`config.mk`:
```
export PLATFORM = sky130hd
export DESIGN_NAME = uart_rx_deser
export DESIGN_NICKNAME = d
export VERILOG_FILES = /design/src/rtl/uart_rx_deser.sv
export SDC_FILE = /design/constraint.sdc
export NUM_CORES = 1
export LEC_CHECK = 0
export CORE_MARGIN = 1
export CORE_UTILIZATION = 36
export DETAILED_ROUTE_END_ITERATION = 8
export SETUP_SLACK_MARGIN = 0.05
export SLEW_MARGIN = 20
export SYNTH_ARGS = -nofsm -noshare
export SYNTH_HDL_FRONTEND = slang
export SYNTH_SLANG_ARGS = --single-unit
```
`constraint.sdc`:
```
create_clock -name clk -period 1.9 [get_ports clk]
set_input_delay 0.57 -clock clk [delete_from_list [all_inputs] [get_ports clk]]
set_output_delay 0.57 -clock clk [all_outputs]
set_load 0.05 [all_outputs]
```
`src/rtl/uart_rx_deser.sv`:
```
// uart_rx_deser: oversampling UART receiver with a 2-flop input synchronizer and a break-aware FSM.
// Define UART_RX_PARITY_EN to add one even-parity bit after the data bits.
module uart_rx_deser #(
  parameter int unsigned ASCIIBIT     = 8,
  parameter int unsigned CLKS_PER_BIT = 434
) (
  input  logic                clk,
  input  logic                reset_b,
  input  logic                rx,
  output logic [ASCIIBIT-1:0] data,
  output logic                receive_done,
  output logic                frame_err,
  output logic                parity_err
);

  localparam int unsigned CntW = $clog2(CLKS_PER_BIT);
  localparam int unsigned IdxW = (ASCIIBIT > 1) ? $clog2(ASCIIBIT) : 1;
  localparam logic [CntW-1:0] BitEnd  = CntW'(CLKS_PER_BIT - 1);
  localparam logic [CntW-1:0] HalfEnd = CntW'(CLKS_PER_BIT / 2 - 1);
  localparam logic [IdxW-1:0] LastIdx = IdxW'(ASCIIBIT - 1);

`ifdef UART_RX_PARITY_EN
  typedef enum logic [2:0] {StIdle, StStart, StData, StParity, StStop, StBreak} state_e;
`else
  typedef enum logic [2:0] {StIdle, StStart, StData, StStop, StBreak} state_e;
`endif

  state_e r_state;
  state_e w_state_next;

  logic                r_rx_meta;
  logic                r_rx_sync;
  logic [CntW-1:0]     r_cnt;
  logic [IdxW-1:0]     r_idx;
  logic [ASCIIBIT-1:0] r_shift;
  logic [ASCIIBIT-1:0] r_data;
  logic                r_done;
  logic                r_ferr;
`ifdef UART_RX_PARITY_EN
  logic                r_par_bit;
  logic                r_perr;
  logic                w_par_en;
  logic                w_perr;
`endif

  logic w_half_end;
  logic w_bit_end;
  logic w_cnt_run;
  logic w_cnt_wrap;
  logic w_shift_en;
  logic w_idx_clr;
  logic w_done;
  logic w_ferr;

  assign w_half_end = (r_cnt == HalfEnd);
  assign w_bit_end  = (r_cnt == BitEnd);

  // Both flops reset high so a reset never looks like a start bit.
  always_ff @(posedge clk or negedge reset_b) begin
    if (!reset_b) begin
      r_rx_meta <= 1'b1;
      r_rx_sync <= 1'b1;
    end else begin
      r_rx_meta <= rx;
      r_rx_sync <= r_rx_meta;
    end
  end

  always_ff @(posedge clk or negedge reset_b) begin
    if (!reset_b) begin
      r_state <= StIdle;
    end else begin
      r_state <= w_state_next;
    end
  end

  always_comb begin
    w_state_next = r_state;
    unique case (r_state)
      StIdle: begin
        if (!r_rx_sync) w_state_next = StStart;
      end
      StStart: begin
        // Start bit must still be low at its midpoint, else it was a glitch.
        if (w_half_end) w_state_next = r_rx_sync ? StIdle : StData;
      end
      StData: begin
        if (w_bit_end && (r_idx == LastIdx)) begin
`ifdef UART_RX_PARITY_EN
          w_state_next = StParity;
`else
          w_state_next = StStop;
`endif
        end
      end
`ifdef UART_RX_PARITY_EN
      StParity: begin
        if (w_bit_end) w_state_next = StStop;
      end
`endif
      StStop: begin
        if (w_bit_end) w_state_next = r_rx_sync ? StIdle : StBreak;
      end
      StBreak: begin
        if (r_rx_sync) w_state_next = StIdle;
      end
      default: w_state_next = StIdle;
    endcase
  end

  always_comb begin
    w_cnt_run  = 1'b0;
    w_cnt_wrap = 1'b0;
    w_shift_en = 1'b0;
    w_idx_clr  = 1'b0;
    w_done     = 1'b0;
    w_ferr     = 1'b0;
`ifdef UART_RX_PARITY_EN
    w_par_en   = 1'b0;
    w_perr     = 1'b0;
`endif
    unique case (r_state)
      StIdle: begin
        w_idx_clr = 1'b1;
      end
      StStart: begin
        w_cnt_run  = 1'b1;
        w_cnt_wrap = w_half_end;
      end
      StData: begin
        w_cnt_run  = 1'b1;
        w_cnt_wrap = w_bit_end;
        w_shift_en = w_bit_end;
      end
`ifdef UART_RX_PARITY_EN
      StParity: begin
        w_cnt_run  = 1'b1;
        w_cnt_wrap = w_bit_end;
        w_par_en   = w_bit_end;
      end
`endif
      StStop: begin
        w_cnt_run  = 1'b1;
        w_cnt_wrap = w_bit_end;
        if (w_bit_end) begin
          // Framing error wins over parity error.
          if (!r_rx_sync) w_ferr = 1'b1;
`ifdef UART_RX_PARITY_EN
          else if (r_par_bit != (^r_shift)) w_perr = 1'b1;
`endif
          else w_done = 1'b1;
        end
      end
      StBreak: begin
        w_idx_clr = 1'b1;
      end
      default: begin
        w_idx_clr = 1'b1;
      end
    endcase
  end

  always_ff @(posedge clk or negedge reset_b) begin
    if (!reset_b) begin
      r_cnt   <= '0;
      r_idx   <= '0;
      r_shift <= '0;
      r_data  <= '0;
      r_done  <= 1'b0;
      r_ferr  <= 1'b0;
    end else begin
      if (!w_cnt_run || w_cnt_wrap) begin
        r_cnt <= '0;
      end else begin
        r_cnt <= r_cnt + CntW'(1);
      end

      if (w_idx_clr) begin
        r_idx <= '0;
      end else if (w_shift_en) begin
        r_idx <= (r_idx == LastIdx) ? '0 : r_idx + IdxW'(1);
      end

      // LSB arrives first, so shift in from the top.
      if (w_shift_en) begin
        r_shift <= {r_rx_sync, r_shift[ASCIIBIT-1:1]};
      end

      if (w_done) begin
        r_data <= r_shift;
      end

      r_done <= w_done;
      r_ferr <= w_ferr;
    end
  end

`ifdef UART_RX_PARITY_EN
  always_ff @(posedge clk or negedge reset_b) begin
    if (!reset_b) begin
      r_par_bit <= 1'b0;
      r_perr    <= 1'b0;
    end else begin
      if (w_par_en) r_par_bit <= r_rx_sync;
      r_perr <= w_perr;
    end
  end

  assign parity_err = r_perr;
`else
  assign parity_err = 1'b0;
`endif

  assign data         = r_data;
  assign receive_done = r_done;
  assign frame_err    = r_ferr;

endmodule

```
# Word-level counts from Yosys, hierarchy flattened
# Index checks and enable logic that the tools add are counted.
[op_classes]
addsub = 2
n_eq_ne = 13
muxes = 21
n_reduce_logical = 7
[op_table]
columns = ["cell", "count"]
rows = [
  ["two-way mux 3 bit", 9],
  ["one-hot mux 3 bit (5 select lines)", 1],
  ["inequality test 2 bit, second input constant", 5],
  ["adder 9 x 1 -> 9 bit, second input constant", 1],
  ["equality test 9 x 8 -> 1 bit, second input constant", 1],
  ["equality test 9 bit, second input constant", 1],
  ["two-way mux 9 bit", 1],
  ["two-way mux 1 bit", 8],
  ["equality test 3 x 2 -> 1 bit, second input constant", 2],
  ["equality test 3 bit, second input constant", 2],
  ["AND reduction 5 bit", 1],
  ["adder 3 x 1 -> 3 bit, second input constant", 1],
  ["equality test 3 x 1 -> 1 bit, second input constant", 1],
  ["logical NOT 3 bit", 1],
  ["OR reduction 3 bit", 1],
  ["two-way mux 2 bit", 1],
  ["inequality test 2 x 1 -> 1 bit, second input constant", 1],
  ["one-hot mux 1 bit (2 select lines)", 1],
  ["OR reduction 2 bit", 1],
  ["logical AND 1 bit", 1],
  ["logical NOT 1 bit", 1],
  ["logical OR 1 bit", 1],
]
[word_totals]
regBits = 35

# Logic depth before layout (Yosys ltp)
[depth]
ltp_word = 6
mapped_depth = 8

# Worst setup path before layout
# No wires, ideal clock.
[synth_path]
kind = "register to register"
startpoint = "register r_cnt[1]"
endpoint = "register r_data[0] (netlist: data[0])"
arrival_time_ns = 1.584
t_required_ns = 1.775
slack_ns = 0.192
path_stages_with_launch = 6
synth_period_minus_slack_ns = 1.708
path_cell_list = "dfrtp_1 > inv_1 > ha_1 > nand4b_2 > nor4_4 > mux2_2"
[synth_via]
elab_chain_len = 3
[synth_lines]
columns = ["item", "line_no", "rtl"]
rows = [
  ["start: declaration", "33", "logic [CntW-1:0] r_cnt;"],
  ["start signal: assignment", "175", "r_cnt <= r_cnt + CntW'(1);"],
  ["equality test 9 bit", "56", "assign w_bit_end = (r_cnt == BitEnd);"],
  ["two-way mux 1 bit", "145", "if (w_bit_end) begin"],
  ["two-way mux 1 bit", "122", "unique case (r_state)"],
  ["end signal: assignment", "190", "r_data <= r_shift;"],
  ["end: declaration", "36", "logic [ASCIIBIT-1:0] r_data;"],
]
# No other way between the ends.
# A chain may end at the register's enable or synchronous reset.

# Final worst setup path
[layout_path]
startpoint = "register r_cnt[1]"
endpoint = "register r_data[6] (netlist: data[6])"
# The elaborated chain is that of the path after synthesis.

==> key figures <==
Detailed routing
  • WL per Instance: 13.4 um
  • DRC errors left: 0
  • Vias per inst: 5.07
  • Total wire length: 2710 um
  • Met2 routed WL: 1300 um
  • Final ANT Viol Nets: 0
  • Top Layer Used: met4
  • DR WL met3: 107 um
  • DRT iter0 DRCs: 66
  • DR pass1 iterations: 4
  • Met1 wire length: 1250 um
  • Detailed-route via count: 1029

GRT
  • First-pass GRT wire length: 4740 um
  • Total gr overflow: 0
  • Vias in the first global route: 1038
  • Largest net degree at the start of global routing: 36
  • Initial antenna violation count: 0
  • GRT Total Usage: 14.4%

Synthesis
  • Ys flop type: dfrtp_1
  • Top post-synthesis cells by area: dfrtp_1 (53%), mux2_2 (11%), nor2_1 (4.3%)
  • Yosys top cell area share: 52.5%
  • FF+latch count, synth: 35
  • Ys async rst share: 100%
  • Synth area leader: dfrtp_1
  • Gate Count Post-Synth: 132
  • Post-Syn Nets: 140
  • Post-synth EDFFs: 0
  • Cell Area, Synth: 0.00157 mm2
  • Seq/Total Area, Yosys: 55.8%
  • Yosys cell types: 35
  • Avg Inst Size Synth: 11.9 um2
  • Synth warn: 0

STA
  • Clk_skew: 0.00793 ns
  • Final period util: 89.9%
  • RSZ-0062 raised after global routing: no
  • Final count of negative-setup-slack endpoints: 0
  • Worst hold slack: 0.352 ns
  • Fin. max-slew vios: 0
  • Fmax: 585 MHz
  • Fin crit period: 1.71 ns
  • Final Hold Vio Count: 0
  • Final TNS setup: 0 ns

Clock tree
  • Insertion delay to the later sink of the worst-skew pair: 0.29 ns
  • CTS Root Cell: clkbuf_8
  • TritonCTS clock tree: built
  • CTS H-tree lvls: 2
  • Clk pin slew, worst setup/hold paths: 0.06 ns
  • CTS Hold Buffers Added: 0
  • Clk sink count: 35
  • Max clock buf depth: 2
  • CTS buffer count: 5

Final layout
  • Layout cells sized above 1: 28.8%
  • Util after Layout: 45.4%
  • Footprint of the multi-input gates: 656 um2
  • Filler cells: 385
  • Post-layout instance area: 0.00186 mm2
  • Layout Cells excl Fill: 203
  • Storage element area: 878 um2
  • Synth-to-Final Area Change: 18.1%
  • Ant diodes: 0
  • # nets final: 160

Placed design
  • Inst Count DP: 195
  • Global placement routability congestion: 0.848
  • Port-buffer cells: 12
  • Dpl hpwl: 1910 um
  • Post-DP Area: 0.00176 mm2

Setup path
  • CP Cell Sequence: inv_1 > ha_1 > nand4b_4 > nor4_4 > buf_6 > mux2_2
  • Critical path class: reg -> reg
  • Startpoint types: register
  • Reg2reg end: data[6]
  • R2r setup slk: 0.19 ns
  • Crit path largest cell delay: 0.39 ns
  • Critical Path Fanout Max: 8
  • Worst EP required: 2.07 ns
  • Largest delay share family, worst path: simple AND/OR/NAND/NOR gates
  • Crit-path slowest cell: dfrtp_1
  • Endpoint class of the critical path: register
  • Crit path DAT: 1.88 ns
  • R2R cell count: 6
  • Reg2reg start: r_cnt[1]
  • Worst path buffer plus inverter count: 2

Floorplan
  • Row count: 23
  • Die Ht: 68.1 um
  • Core Area: 0.00409 mm2
  • Chip width: 68.1 um
  • Die area: 0.00464 mm2
  • # IOs: 14
  • Starting Density: 38.5%

Power and ir drop
  • Power per cell area: 692 mW/mm2
  • VDD IR max: 436 uV
  • Leak: 0.855 nW

Min path
  • Hold path depth: 0
  • Min-Delay Endpoint: r_rx_sync
  • Hold WC Path Type: reg -> reg
  • Hold Crit Start: r_rx_meta

Job
  • MaxCap Viol Count: 0

Status
  • Outcome: finished clean
==> worst register-to-register path: cells and delay by family, from the launching register on <==
kind	cells	cell delay [ns]
AND/OR/NAND/NOR	2	0.41
flip-flops	1	0.39
multiplexers	1	0.34
buffers and inverters	2	0.26
adder cells (fa/ha/maj)	1	0.19
==> worst max-delay path by stage <==
stage | start | end | slack (ns) | cells after the start
6_report | r_cnt[1] | data[6] | 0.19 | 6
3_5_place_dp | r_cnt[1] | r_cnt[5] | 0.11 | 7
2_1_floorplan | r_cnt[1] | data[0] | 0.19 | 5
3_3_place_gp | r_cnt[1] | data[6] | 0.20 | 6
4_1_cts | r_cnt[1] | r_cnt[5] | 0.09 | 7
5_1_grt | r_cnt[1] | data[5] | 0.07 | 6
==> report_power, final <==
| group | switching [W] | internal, W |
|---|---|---|
| Combinational | 0.0000211 | 0.00000836 |
| Sequential | 0.00000200 | 0.000749 |
| Clock | 0.000247 | 0.000257 |
==> cell usage in the layout (no fill, tap or decap), drive strengths merged, types with 2 or more instances in the layout <==
cell,count
nor3,2
mux2,16
nand4,3
clkdlybuf4s50,2
a31oi,2
buf,16
dfrtp,33
dfstp,2
xor2,2
ha,5
xnor2,5
nor4,2
nand2,8
nor2,18
inv,6
clkbuf,7
nand2b,3
nand3,5
==> stage by stage <==
stage	power [W]	setup WS, ns
after floorplan	0.000772	0.192
after global placement	0.000795	0.204
after detailed placement	0.000796	0.107
after CTS	0.00131	0.0888
after global routing	0.00134	0.0730
final	0.00128	0.192
==> synth_stat cells, drive strengths merged, types with 2 or more instances <==
library cell / number
nand2: 8
buf: 4
nor3: 2
a31oi: 2
nor4: 2
nand2b: 3
inv: 6
nand4: 3
nand3: 5
xor2: 2
dfrtp: 33
ha: 5
nor2: 18
mux2: 16
xnor2: 5
dfstp: 2
==> timing repair <==
| item | 4_1_cts | 5_1_grt |
|---|---|---|
| hold endpoints to repair | 0 | 0 |
| setup endpoints to repair | 0 | 17 |
| setup buffers | 0 | 0 |
| resized for setup | 0 | 3 |
==> state kept, by name, indices dropped and copies added (netlist names) <==
signal	cells
data	8
frame_err	1
r_cnt	9
r_idx	3
r_rx_meta	1
r_rx_sync	1
r_shift	8
r_state	3
receive_done	1
==> cell type report <==
| class | instances | share of cell area [%] |
|---|---|---|
| flip-flops and latches | 35 | 47.3 |
| clock inverters | 1 | 0.270 |
| clock buffers | 7 | 4.11 |
| repair buffers | 18 | 8.42 |
| multi-input cells | 86 | 35.3 |
| well taps | 50 | 3.37 |
| inverters | 6 | 1.21 |
==> kinds of logic after synthesis <==
family                   share of synthesized area [%]
multiplexers                                      12.1
AO/OA/AOI/OAI                                     5.33
AND/OR/NAND/NOR                                   15.5
other                                            0.238
adder cells (fa/ha/maj)                           3.98
buffers and inverters                             3.10
flip-flops                                        55.8
XOR/XNOR                                          3.90
==> layer usage <==
| layer | global-route usage (%) | vias to the layer above |
|---|---|---|
| met5 | 0 | - |
| met4 | 8.59 | 0 |
| met3 | 4.00 | 5 |
| met2 | 22.2 | 22 |
| met1 | 17.8 | 504 |
| li1 | - | 498 |
No activity file was read; power rests on OpenSTA's default activity.
